File: src/rtl/player_ctl_if.sv
// rtl/player_ctl_if.sv - state_pkg and the button/position interface between input decoding, player_ctl and draw_player
package state_pkg;
    typedef enum logic [1:0] {
        IDLE  = 2'd0,
        RIGHT = 2'd1,
        LEFT  = 2'd2
    } State;
endpackage

interface player_ctl_if;
    import state_pkg::*;

    logic        btn_left;
    logic        btn_right;
    logic        btn_jump;
    logic [11:0] xpos_player;
    logic [11:0] ypos_player;
    State        state;
    logic        airborne;
    logic        frame_tick;

    modport master (
        input  btn_left, btn_right, btn_jump,
        output xpos_player, ypos_player, state, airborne, frame_tick
    );

    modport slave (
        output btn_left, btn_right, btn_jump,
        input  xpos_player, ypos_player, state, airborne, frame_tick
    );
endinterface

File: src/rtl/player_ctl.sv
// rtl/player_ctl.sv - per-frame player motion: direction FSM, jump/gravity integrator, playfield clamp
// Optional PLAYER_CTL_WRAP_EN: horizontal wrap-around at the playfield edges instead of clamping.
module player_ctl #(
    parameter int X_MIN    = 0,
    parameter int X_MAX    = 760,
    parameter int X_START  = 380,
    parameter int GROUND_Y = 80,
    parameter int STEP_X   = 4,
    parameter int JUMP_V0  = 12,
    parameter int GRAVITY  = 1
) (
    input  logic         clk,
    input  logic         rst,
    input  logic         vsync_in,
    input  logic         freeze,
    player_ctl_if.master pl
);
    import state_pkg::*;

    localparam logic [11:0]        XMIN_W    = 12'(X_MIN);
    localparam logic [11:0]        XMAX_W    = 12'(X_MAX);
    localparam logic [11:0]        XSTART_W  = 12'(X_START);
    localparam logic [11:0]        GROUND_W  = 12'(GROUND_Y);
    localparam logic [11:0]        STEP_W    = 12'(STEP_X);
    localparam logic [11:0]        LEFT_LIM  = 12'(X_MIN + STEP_X);
    localparam logic [11:0]        RIGHT_LIM = 12'(X_MAX - STEP_X);
    localparam logic signed [7:0]  V0        = 8'(JUMP_V0);
    localparam logic signed [7:0]  GRAV      = 8'(GRAVITY);
    localparam logic signed [12:0] GROUND_S  = 13'(GROUND_Y);

    logic               vsync_q;
    logic               tick;
    State               st_q, st_n;
    logic [11:0]        x_q, x_n;
    logic [11:0]        y_q, y_n;
    logic signed [7:0]  vel_q, vel_n;
    logic               air_q, air_n;
    logic               ftick_q;
    logic signed [12:0] y_step;

    // A rising vsync edge is only a frame tick when not paused; edges seen while frozen are dropped.
    assign tick = vsync_in & ~vsync_q & ~freeze;

    always_ff @(posedge clk) begin
        if (rst) begin
            vsync_q <= 1'b1;
            st_q    <= IDLE;
            x_q     <= XSTART_W;
            y_q     <= GROUND_W;
            vel_q   <= '0;
            air_q   <= 1'b0;
            ftick_q <= 1'b0;
        end else begin
            vsync_q <= vsync_in;
            st_q    <= st_n;
            x_q     <= x_n;
            y_q     <= y_n;
            vel_q   <= vel_n;
            air_q   <= air_n;
            ftick_q <= tick;
        end
    end

    always_comb begin
        st_n   = st_q;
        x_n    = x_q;
        y_n    = y_q;
        vel_n  = vel_q;
        air_n  = air_q;
        y_step = $signed({1'b0, y_q}) - $signed({{5{vel_q[7]}}, vel_q});

        if (tick) begin
            if (pl.btn_left && !pl.btn_right) begin
                st_n = LEFT;
            end else if (pl.btn_right && !pl.btn_left) begin
                st_n = RIGHT;
            end else begin
                st_n = IDLE;
            end

            // Limits are checked before stepping so the 12-bit position never wraps through zero.
            case (st_n)
                LEFT: begin
                    if (x_q < LEFT_LIM) begin
`ifdef PLAYER_CTL_WRAP_EN
                        x_n = XMAX_W;
`else
                        x_n = XMIN_W;
`endif
                    end else begin
                        x_n = x_q - STEP_W;
                    end
                end
                RIGHT: begin
                    if (x_q > RIGHT_LIM) begin
`ifdef PLAYER_CTL_WRAP_EN
                        x_n = XMIN_W;
`else
                        x_n = XMAX_W;
`endif
                    end else begin
                        x_n = x_q + STEP_W;
                    end
                end
                default: x_n = x_q;
            endcase

            // The airborne branch owns the landing tick, so a held jump cannot relaunch on it.
            if (air_q) begin
                if (y_step[12]) begin
                    y_n   = '0;
                    vel_n = '0;
                end else if (vel_q[7] && (y_step >= GROUND_S)) begin
                    y_n   = GROUND_W;
                    vel_n = '0;
                    air_n = 1'b0;
                end else begin
                    y_n   = y_step[11:0];
                    vel_n = vel_q - GRAV;
                end
            end else if (pl.btn_jump) begin
                air_n = 1'b1;
                vel_n = V0;
            end
        end
    end

    assign pl.xpos_player = x_q;
    assign pl.ypos_player = y_q;
    assign pl.state       = st_q;
    assign pl.airborne    = air_q;
    assign pl.frame_tick  = ftick_q;

endmodule

File: src/flat_wrapper.sv
// flat-port wrapper written by rule: the top's interface ports become plain ports
module player_ctl_flat import state_pkg::*;
#(
    parameter int X_MIN    = 0,
    parameter int X_MAX    = 760,
    parameter int X_START  = 380,
    parameter int GROUND_Y = 80,
    parameter int STEP_X   = 4,
    parameter int JUMP_V0  = 12,
    parameter int GRAVITY  = 1
)
  (clk, rst, vsync_in, freeze, pl_btn_left, pl_btn_right, pl_btn_jump, pl_xpos_player, pl_ypos_player, pl_state, pl_airborne, pl_frame_tick);
  player_ctl_if pl_i ();
  input  logic clk;
  input  logic rst;
  input  logic vsync_in;
  input  logic freeze;
  input wire logic [$bits(pl_i.btn_left)-1:0] pl_btn_left;
  input wire logic [$bits(pl_i.btn_right)-1:0] pl_btn_right;
  input wire logic [$bits(pl_i.btn_jump)-1:0] pl_btn_jump;
  output wire logic [$bits(pl_i.xpos_player)-1:0] pl_xpos_player;
  output wire logic [$bits(pl_i.ypos_player)-1:0] pl_ypos_player;
  output wire logic [$bits(pl_i.state)-1:0] pl_state;
  output wire logic [$bits(pl_i.airborne)-1:0] pl_airborne;
  output wire logic [$bits(pl_i.frame_tick)-1:0] pl_frame_tick;
  assign pl_i.btn_left = pl_btn_left;
  assign pl_i.btn_right = pl_btn_right;
  assign pl_i.btn_jump = pl_btn_jump;
  assign pl_xpos_player = pl_i.xpos_player;
  assign pl_ypos_player = pl_i.ypos_player;
  assign pl_state = pl_i.state;
  assign pl_airborne = pl_i.airborne;
  assign pl_frame_tick = pl_i.frame_tick;
  player_ctl #(.X_MIN(X_MIN), .X_MAX(X_MAX), .X_START(X_START), .GROUND_Y(GROUND_Y), .STEP_X(STEP_X), .JUMP_V0(JUMP_V0), .GRAVITY(GRAVITY)) u_core (.clk(clk), .rst(rst), .vsync_in(vsync_in), .freeze(freeze), .pl(pl_i));
endmodule
File: config.mk
export PLATFORM = sky130hd
export DESIGN_NAME = player_ctl_flat
export DESIGN_NICKNAME = d
export VERILOG_FILES = /design/src/rtl/player_ctl_if.sv /design/src/rtl/player_ctl.sv /design/src/flat_wrapper.sv
export SDC_FILE = /design/constraint.sdc
export NUM_CORES = 1
export LEC_CHECK = 0
export ABC_AREA = 1
export BUFFER_PORTS_ARGS = -buffer_cell sky130_fd_sc_hd__clkbuf_2
export CAP_MARGIN = 0
export CORE_ASPECT_RATIO = 1.25
export CORE_MARGIN = 2
export CORE_UTILIZATION = 50
export DETAILED_ROUTE_END_ITERATION = 8
export PLACE_DENSITY_LB_ADDON = 0.08
export SYNTH_ARGS = -nofsm -noshare
export SYNTH_HDL_FRONTEND = slang
export SYNTH_SLANG_ARGS = --single-unit
File: constraint.sdc
create_clock -name clk -period 2.9 [get_ports clk]
set_input_delay 0.145 -clock clk [delete_from_list [all_inputs] [get_ports clk]]
set_output_delay 0.145 -clock clk [all_outputs]
set_load 0.02 [all_outputs]
==> results.txt, run 1 <==
The die width is 71.47 um. The xor/xnor share of the synthesized area is 4.002%. Following the worst setup path forward leads to its endpoint at u_core.vel_q[6]. The max-capacitance violation count came out at 0. The signal on the critical path passes through inv_1 > ha_1 > fa_1 > inv_1 > nand2_1 > nand2_1 > nand3_1 > nand2_1 > nand2_1 > nand2_1 > nand3_1 > nor2_2 > nand2_2 > nand2_4 > nand3_1 > a21oi_1. The mux cell area share after synthesis is 0%. In this run the worst hold path is classified as primary input to register. The die covers about 0.0063 mm^2. Counting stages on the worst path, the most repeated cell is nand2_1. The non-filler instance count after layout is 529. The filler cell count came out at 567. The clock latency on the worst-skew pair came out at 0.29 ns.

The register bit total from synthesis came out at 35. STA classifies the critical path startpoint as a register. The share of power burned in the clock network came out at 38.0%.

VDD sags by at most 236.2 uV. The net switching power is 246.7 uW. The via count of the first global-routing pass came to 2696. The share of the Yosys chip area taken by registers is between 20% and 30%. The final global-route overflow total came out at 0. The final max-slew violation count came out at 0. The largest fanout of any net on the critical path came out at 18.

After detailed routing, the number of remaining DRC violations is 0. The setup slack of the most critical reg-to-reg path came out at around 0.37 ns. The number of antenna diodes in the final layout is 0. The starting density of the core came out at 51.92%. The library cell used most frequently in the layout, excluding fill and tap cells, is nand2_1.

Summed over all cells, the static leakage comes to 1.490 nW. In this run the critical register-to-register path is launched from u_core.pl.ypos_player[0]. The cell total after placement came out at 522. The count of TritonRoute iterations in the first routing pass came out at 4. The total area of sequential cells is 700.7 um^2.

The share of the cycle needed by the critical path after routing is 87.26%. The clock passes through at most 2 buffers. The switching fraction of total power came out at 25.97%.

The final hold violation count came out at 0. The flow ran to the end, and the final reports show no timing, DRC or antenna violations. The combined area of all synthesized cells is 0.002845 mm^2.

Setup repair after global routing left no endpoint under its margin. Clock skew on the completed layout was measured at around 0.0087 ns. For this run, the total global-route usage over all layers was measured as 23.50%. The number of cells produced by synthesis is roughly 440.

The share of total power dissipated in sequential elements is 52.1%. The root buffer cell chosen for the clock tree is clkbuf_8. The number of H-tree levels came out at 2.

The combinational cell fraction of total power came out at 10.0%. The critical path class is register to register. The number of buffers inserted to repair setup after CTS is 0.

The maximum clock frequency came out at 395.2 MHz. The logic depth of the worst register-to-register path is 16. After floorplanning, the core was divided into 30 placement rows. The data arrival at the endpoint of the critical path came out at around 2.7 ns. The delay of the slowest critical-path stage came out at approximately 0.42 ns. The count of nets left with antenna violations once routing finished came out at 0. For this run, asynchronously set or reset flops after synthesis account for 0%.

The count of flip-flops with a built-in enable after synthesis came out at 0. The cell taking the most area after synthesis is dfxtp_1. After synthesis, the mean cell area works out to 6.511 um^2. The layout net count is 491. For the pin with the worst max-slew slack, the measured transition is just under 0.7 ns.

The initial antenna violation count was 0. The number of hold buffers added after CTS was 0. The design draws 950.1 uW. In the layout the commonest cells are 109 x nand2_1, 60 x inv_1, 38 x nor2_1. The via count normalized by instance count came out at 5.257. The area share of the largest cell type after synthesis is 24.63%. The setup violation total in the final timing report is 0. Sorting the synthesized cells by area gives the leading types as dfxtp_1 25%, nand2_1 14%, ha_1 7.9%, inv_1 7.9%, nand3_1 5.6%.

After clock tree synthesis, the clock-pin slew on the worst setup and hold paths is approximately 0.07 ns. The endpoint identified for the worst register-to-register timing path is u_core.vel_q[6]. The global-route wire length before repair came out at 11880 um.

For this run, the leading register cell type out of synthesis is dfxtp_1. TritonCTS built the clock tree. For this block, the via count after detailed routing is 2781. The number of cells upsized or downsized after cts came out at 0. The largest net degree at the start of global routing came out at 27.

The weighted congestion at the end of routability-driven global placement came out at 0.9780. The number of CTS-inserted buffers is 5. The first element of the critical path is u_core.pl.ypos_player[0]. The worst endpoint required time is just over 3 ns. The DRC marker count from the first detailed-route iteration came out at 115.

The die outline height came out at roughly 90 um. The simple-gate portion of the synthesized area is 36.46%. The design internal power came out at about 700 uW. The post-route setup TNS came out at 0 ns. The worst path in the final design needs a cycle of 2.531 ns, including I/O delays and setup. The TritonCTS sink count is 35. In the final routed layout, each cell accounts on average for 13.03 um. The area fraction in compound gates after synthesis is 13.76%. Input and output buffers added on the ports amount to 32.

The number of different library cells in the post-synthesis netlist came out at 40. The area growth from synthesis to layout came out at 8.531%. The post-route netlist has between 10% and 20% of its cells at a drive strength greater than 1.

In the final layout, the multi-input gates occupy around 0.0018 mm^2. The post-synthesis adder-cell area fraction came out at 8.619%. The slowest cell on the critical path is fa_1. The worst hold path begins at vsync_in. STA classifies the critical path endpoint as a register. During synthesis, Yosys emitted a total of 0 warnings.

After legalization and detailed placement, the total HPWL measured 5395 um. The detailed-route wire length is 6892 um. The number of placed I/O pins is 35. Power spread over the standard cell area amounts to slightly above 300 mW/mm^2. The placeable core area came out at 0.005480 mm^2. By area, the combinational part of the netlist is dominated by simple AND/OR/NAND/NOR gates. The relative slew slack came out at 54.59%.
## synthesized netlist by cell type, drive strengths merged (2+ instances only)
master	instances
inv	66
clkbuf	7
a31oi	2
ha	18
nand3b	2
clkinv	2
nor3	8
nand3	38
a21oi	38
nand2	123
xor2	10
dfxtp	35
buf	6
nand4	6
nor2	43
xnor2	3
o21ai	18
o211ai	7
## power groups by stage
stage	Clock (mW)	Combinational, mW	Sequential [mW]
6_report	0.361	0.0947	0.495
5_1_grt	0.398	0.107	0.495
4_1_cts	0.372	0.0950	0.494
3_5_place_dp	0	0.0942	0.506
3_3_place_gp	0	0.0940	0.505
2_1_floorplan	0	0.0718	0.508
## how the worst min path moves through the flow
stage,end,cells after the start
after floorplan,u_core.vsync_q,2
after global placement,u_core.vsync_q,3
after detailed placement,u_core.vsync_q,3
after CTS,u_core.vsync_q,3
after global routing,u_core.vsync_q,3
final,u_core.vsync_q,3
## worst max-delay path: cells and delay by family, from the launching register on
family	cells	cell delay, ns
adders and majority gates	2	0.64
and+or+nand+nor	11	1.16
DFF	1	0.35
buffers and inverters	2	0.17
AOI/OAI and AO/OA	1	0.13
## per-stage QoR
stage                     utilization [%]  instance area (um^2)  setup slack (ns)  hold slack [ns]
after floorplan                         -                  2849            0.6084           0.2712
after global placement              54.75                  3000            0.4290           0.3652
after detailed placement            54.75                  3000            0.4067           0.3734
after CTS                           56.35                  3088            0.3742          0.07573
after global routing                56.35                  3088            0.1569          0.08121
final                               56.35                  3088            0.3693          0.07557
## cell families after synthesis
logic type | Yosys count
xor+xnor | 13
simple gates | 221
other cells | 1
fa+ha+maj | 19
compound gates | 67
buf+inv | 81
flops | 35
## layer usage
metal  routed length [um]  GRT usage [%]  share of wire (%)  vias up
met5                    0              0                  0        -
met4                  200          10.46                2.9        0
met3                  186          2.733                2.7       19
met2                 3665          45.37                 53       55
met1                 2839          25.47                 41     1255
li1                     -              -                  -     1452
## flip-flops by register name, summed over array words and instances, names as in the netlist
name and cells:
u_core.vsync_q 1, u_core.pl.airborne 1, u_core.pl.ypos_player 12, u_core.pl.xpos_player 10, u_core.pl.frame_tick 1, u_core.vel_q 8
u_core.pl.state 2
## final cells by class
type                       count  share of cell area (%)
clock buffer                   6                   2.674
clock inverter                 1                  0.1621
timing repair buffer          33                   5.430
tap                           64                   2.593
sequential                    35                   22.69
multi-input combinational    322                   58.14
inverter                      68                   8.306
Power figures use the tool's default switching activity.
==> run 2: changes to the inputs <==
Settings changed: CORE_UTILIZATION 50 to 35, CTS_BUF_LIST from default to sky130_fd_sc_hd__clkbuf_16.
==> run 2 against run 1 <==
Net effect: sequential share of layout area fell by 0.65 points; clock skew fell by 0.0014 ns; sequential power barely moved; setup slack improved by 0.016 ns; clock power rose by 43%; register-to-register slack improved by 0.02 ns; cell area rose by 3.0%; cell count rose by 6.0%; critical endpoint is now u_core.vel_q[3].
==> results.txt, run 2 (synthesis results as in run 1) <==
The post-cts hold buffer count came out at 0 (unchanged). The die outline height was 104.8 um (was 88.34 um). The number of placed I/O pins was 35 (unchanged).

The critical path class was register to register (unchanged). Cells traversed along the worst timing path: inv_1 > ha_1 > fa_1 > inv_1 > nand2_1 > nand2_1 > nand3_1 > nand2_1 > nand2_1 > nand2_1 > nand3_1 > nor2_2 > nand2_2 > nand2_4 > o21ai_0 > nor2_1 (was inv_1 > ha_1 > fa_1 > inv_1 > nand2_1 > nand2_1 > nand3_1 > nand2_1 > nand2_1 > nand2_1 > nand3_1 > nor2_2 > nand2_2 > nand2_4 > nand3_1 > a21oi_1). The count of buffers inserted at the top-level ports is 32 (unchanged). The placeable core area is 0.007838 mm^2 (was 0.005480 mm^2). The post-detailed-route count of antenna-violating nets came to 0 (unchanged). The combinational cell fraction of total power came to 8.7% (was 10.0%). The initial antenna violation count is 0 (unchanged). The final hold violation count came out at 0 (unchanged). The number of cells upsized or downsized after cts came out at 0 (unchanged). The share of power burned in the clock network came out at 46.7% (was 38.0%). The TritonCTS sink count is 35 (unchanged). The detailed-route wire length is 7504 um (was 6892 um). The final max-slew violation count was 0 (unchanged). The slowest cell on the critical path is fa_1 (unchanged). The via count normalized by instance count came out at 4.888 (was 5.257). The number of flip-flops under the largest register name came out at 12 (unchanged). The switching fraction of total power is 25.16% (was 25.97%). The via count of the first global-routing pass came out at 2641 (was 2696). The area growth from synthesis to layout is 11.74% (was 8.531%). The count of TritonRoute iterations in the first routing pass is 4 (unchanged). The design internal power is 829.6 uW (was 703.4 uW). The post-route setup TNS was 0 ns (unchanged). The relative slew slack is 53.76% (was 54.59%). The floorplan row count was 36 (was 30).

The total global-route track usage is 17.47% (was 23.50%). The area of combinational cells with multiple inputs is 0.001795 mm^2 (unchanged). The power density over the cells was 348.7 mW/mm^2 (was 307.7 mW/mm^2). The filler cell count was 883 (was 567). The weighted congestion at the end of routability-driven global placement came out at 0.8809 (was 0.9780).

The leading cell type in the layout, fill and taps excluded is nand2_1 (unchanged). The layout net count is 491 (unchanged). The max-capacitance violation count was 0 (unchanged). The number of antenna repair diodes came out at 0 (unchanged). The largest fanout of any net on the critical path came to 18 (unchanged).

The largest net degree at the start of global routing is 27 (unchanged). The category of the worst setup path capture point is a register (unchanged). The detail-routed net length per standard cell came out at 13.38 um (was 13.03 um).

The TritonCTS clock tree was done (unchanged). The ratio of cells with drive above 1 in the final layout came out at 17.60% (was 17.85%). The minimum clock period was 2.514 ns (was 2.531 ns). The clock latency on the worst-skew pair is 0.28 ns (was 0.29 ns). The number of CTS-inserted buffers came out at 5 (unchanged). The maximum clock frequency is 397.7 MHz (was 395.2 MHz). The delay of the slowest critical-path stage is 0.42 ns (about the same).

The total via count in the routed design is 2742 (was 2781). The starting density of the core is 36.30% (was 51.92%). The worst endpoint required time came out at 3.11 ns (was 3.10 ns). The path category of the worst min-delay check was primary input to register (unchanged). The data arrival at the endpoint of the critical path came out at 2.73 ns (about the same). The measured slew at the worst slew-check pin came out at 0.6937 ns (was 0.6812 ns). The maximum buffer depth of the clock tree came out at 2 (unchanged).

The DRC marker count from the first detailed-route iteration is 85 (was 115). The total half-perimeter wirelength after legalization and detailed placement came out at 5924 um (was 5395 um). The die area is 0.008871 mm^2 (was 0.006314 mm^2).

Unrepaired setup endpoints after global routing: false (unchanged). The buffer type at the clock tree root is clkbuf_16 (was clkbuf_8). The worst hold slack across all endpoints is 0.09246 ns (was 0.07557 ns). The final global-route overflow total came out at 0 (unchanged).

The number of buffers inserted to repair setup after CTS is 0 (unchanged). The register clock-pin slew on the reported worst setup and hold paths came out at 0.06 ns (was 0.07 ns). The post-layout instance area was 0.003179 mm^2 (was 0.003088 mm^2).

The count of unresolved DRC violations after routing is 0 (unchanged). The maximum clock skew at final layout was 0.007279 ns (was 0.008688 ns). Run status: complete, no violations (unchanged).

The part of the total power dissipated in sequential elements is 44.7% (was 52.1%). Most used cells in the layout excluding fill and tap cells: 109 x nand2_1, 60 x inv_1, 38 x nor2_1 (unchanged). The number of H-tree levels came out at 2 (unchanged). The cell leakage power came out at 1.508 nW (was 1.490 nW). The element type at the critical path start was a register (unchanged). The net switching power came to 279.0 uW (was 246.7 uW).

The setup violation total in the final timing report is 0 (unchanged). The global-route wire length before repair came to 12580 um (was 11880 um). The largest vdd supply drop came out at 186.1 uV (was 236.2 uV).

The share of the cycle needed by the critical path after routing came out at 86.70% (was 87.26%). The die width came to 84.65 um (was 71.47 um). The utilization after layout came to 40.57% (was 56.35%). The most prevalent standard cell on the critical path is nand2_1 (unchanged). The total area of sequential cells is 700.7 um^2 (unchanged). The post-place instance area came out at 0.003039 mm^2 (was 0.003000 mm^2).
run 2: path summary, 6_finish.rpt:
kind	startpoint	end	slack, ns	depth (start not counted)
worst min register to register	u_core.vel_q[6]	u_core.vel_q[6]	0.48	2
worst max register to register	u_core.pl.ypos_player[0]	u_core.vel_q[3]	0.39	16
worst max-delay path	u_core.pl.ypos_player[0]	u_core.vel_q[3]	0.39	16
worst min-delay path	vsync_in	u_core.vsync_q	0.09	3
run 2: final cells by class:
cell class	count	area share (%)
Tap cell	95	3.739
Clock buffer	5	3.935
Timing Repair Buffer	33	5.274
Clock inverter	3	0.4723
Sequential cell	35	22.04
Multi-Input combinational cell	322	56.47
Inverter	68	8.068
run 2: power by group through the flow:
stage	combinational, mW	clock, mW	sequential [mW]
2_1_floorplan	0.0718	0	0.508
3_3_place_gp	0.0966	0	0.506
3_5_place_dp	0.0964	0	0.506
4_1_cts	0.0970	0.532	0.495
5_1_grt	0.107	0.557	0.496
6_report	0.0959	0.517	0.495
run 2: critical path: cells and delay by family, from the launching register on:
kind,cells,cell delay [ns]
flops,1,0.35
buf+inv,2,0.17
simple gates,11,1.14
fa+ha+maj,2,0.64
compound gates,1,0.15
run 2: layer usage:
metal | vias up | global-route usage [%] | part of all wire [%]
met5 | - | 0 | 0
met4 | 0 | 6.349 | 2.2
met3 | 14 | 2.291 | 2.3
met2 | 40 | 33.30 | 54
met1 | 1240 | 19.28 | 41
li1 | 1448 | - | -
run 2: stage by stage:
stage,setup WS (ns),std cells,power [mW]
2_1_floorplan,0.6084,438,0.5799
3_3_place_gp,0.4165,553,0.6024
3_5_place_dp,0.3729,553,0.6026
4_1_cts,0.3477,561,1.125
5_1_grt,0.09252,561,1.161
6_report,0.3856,561,1.109
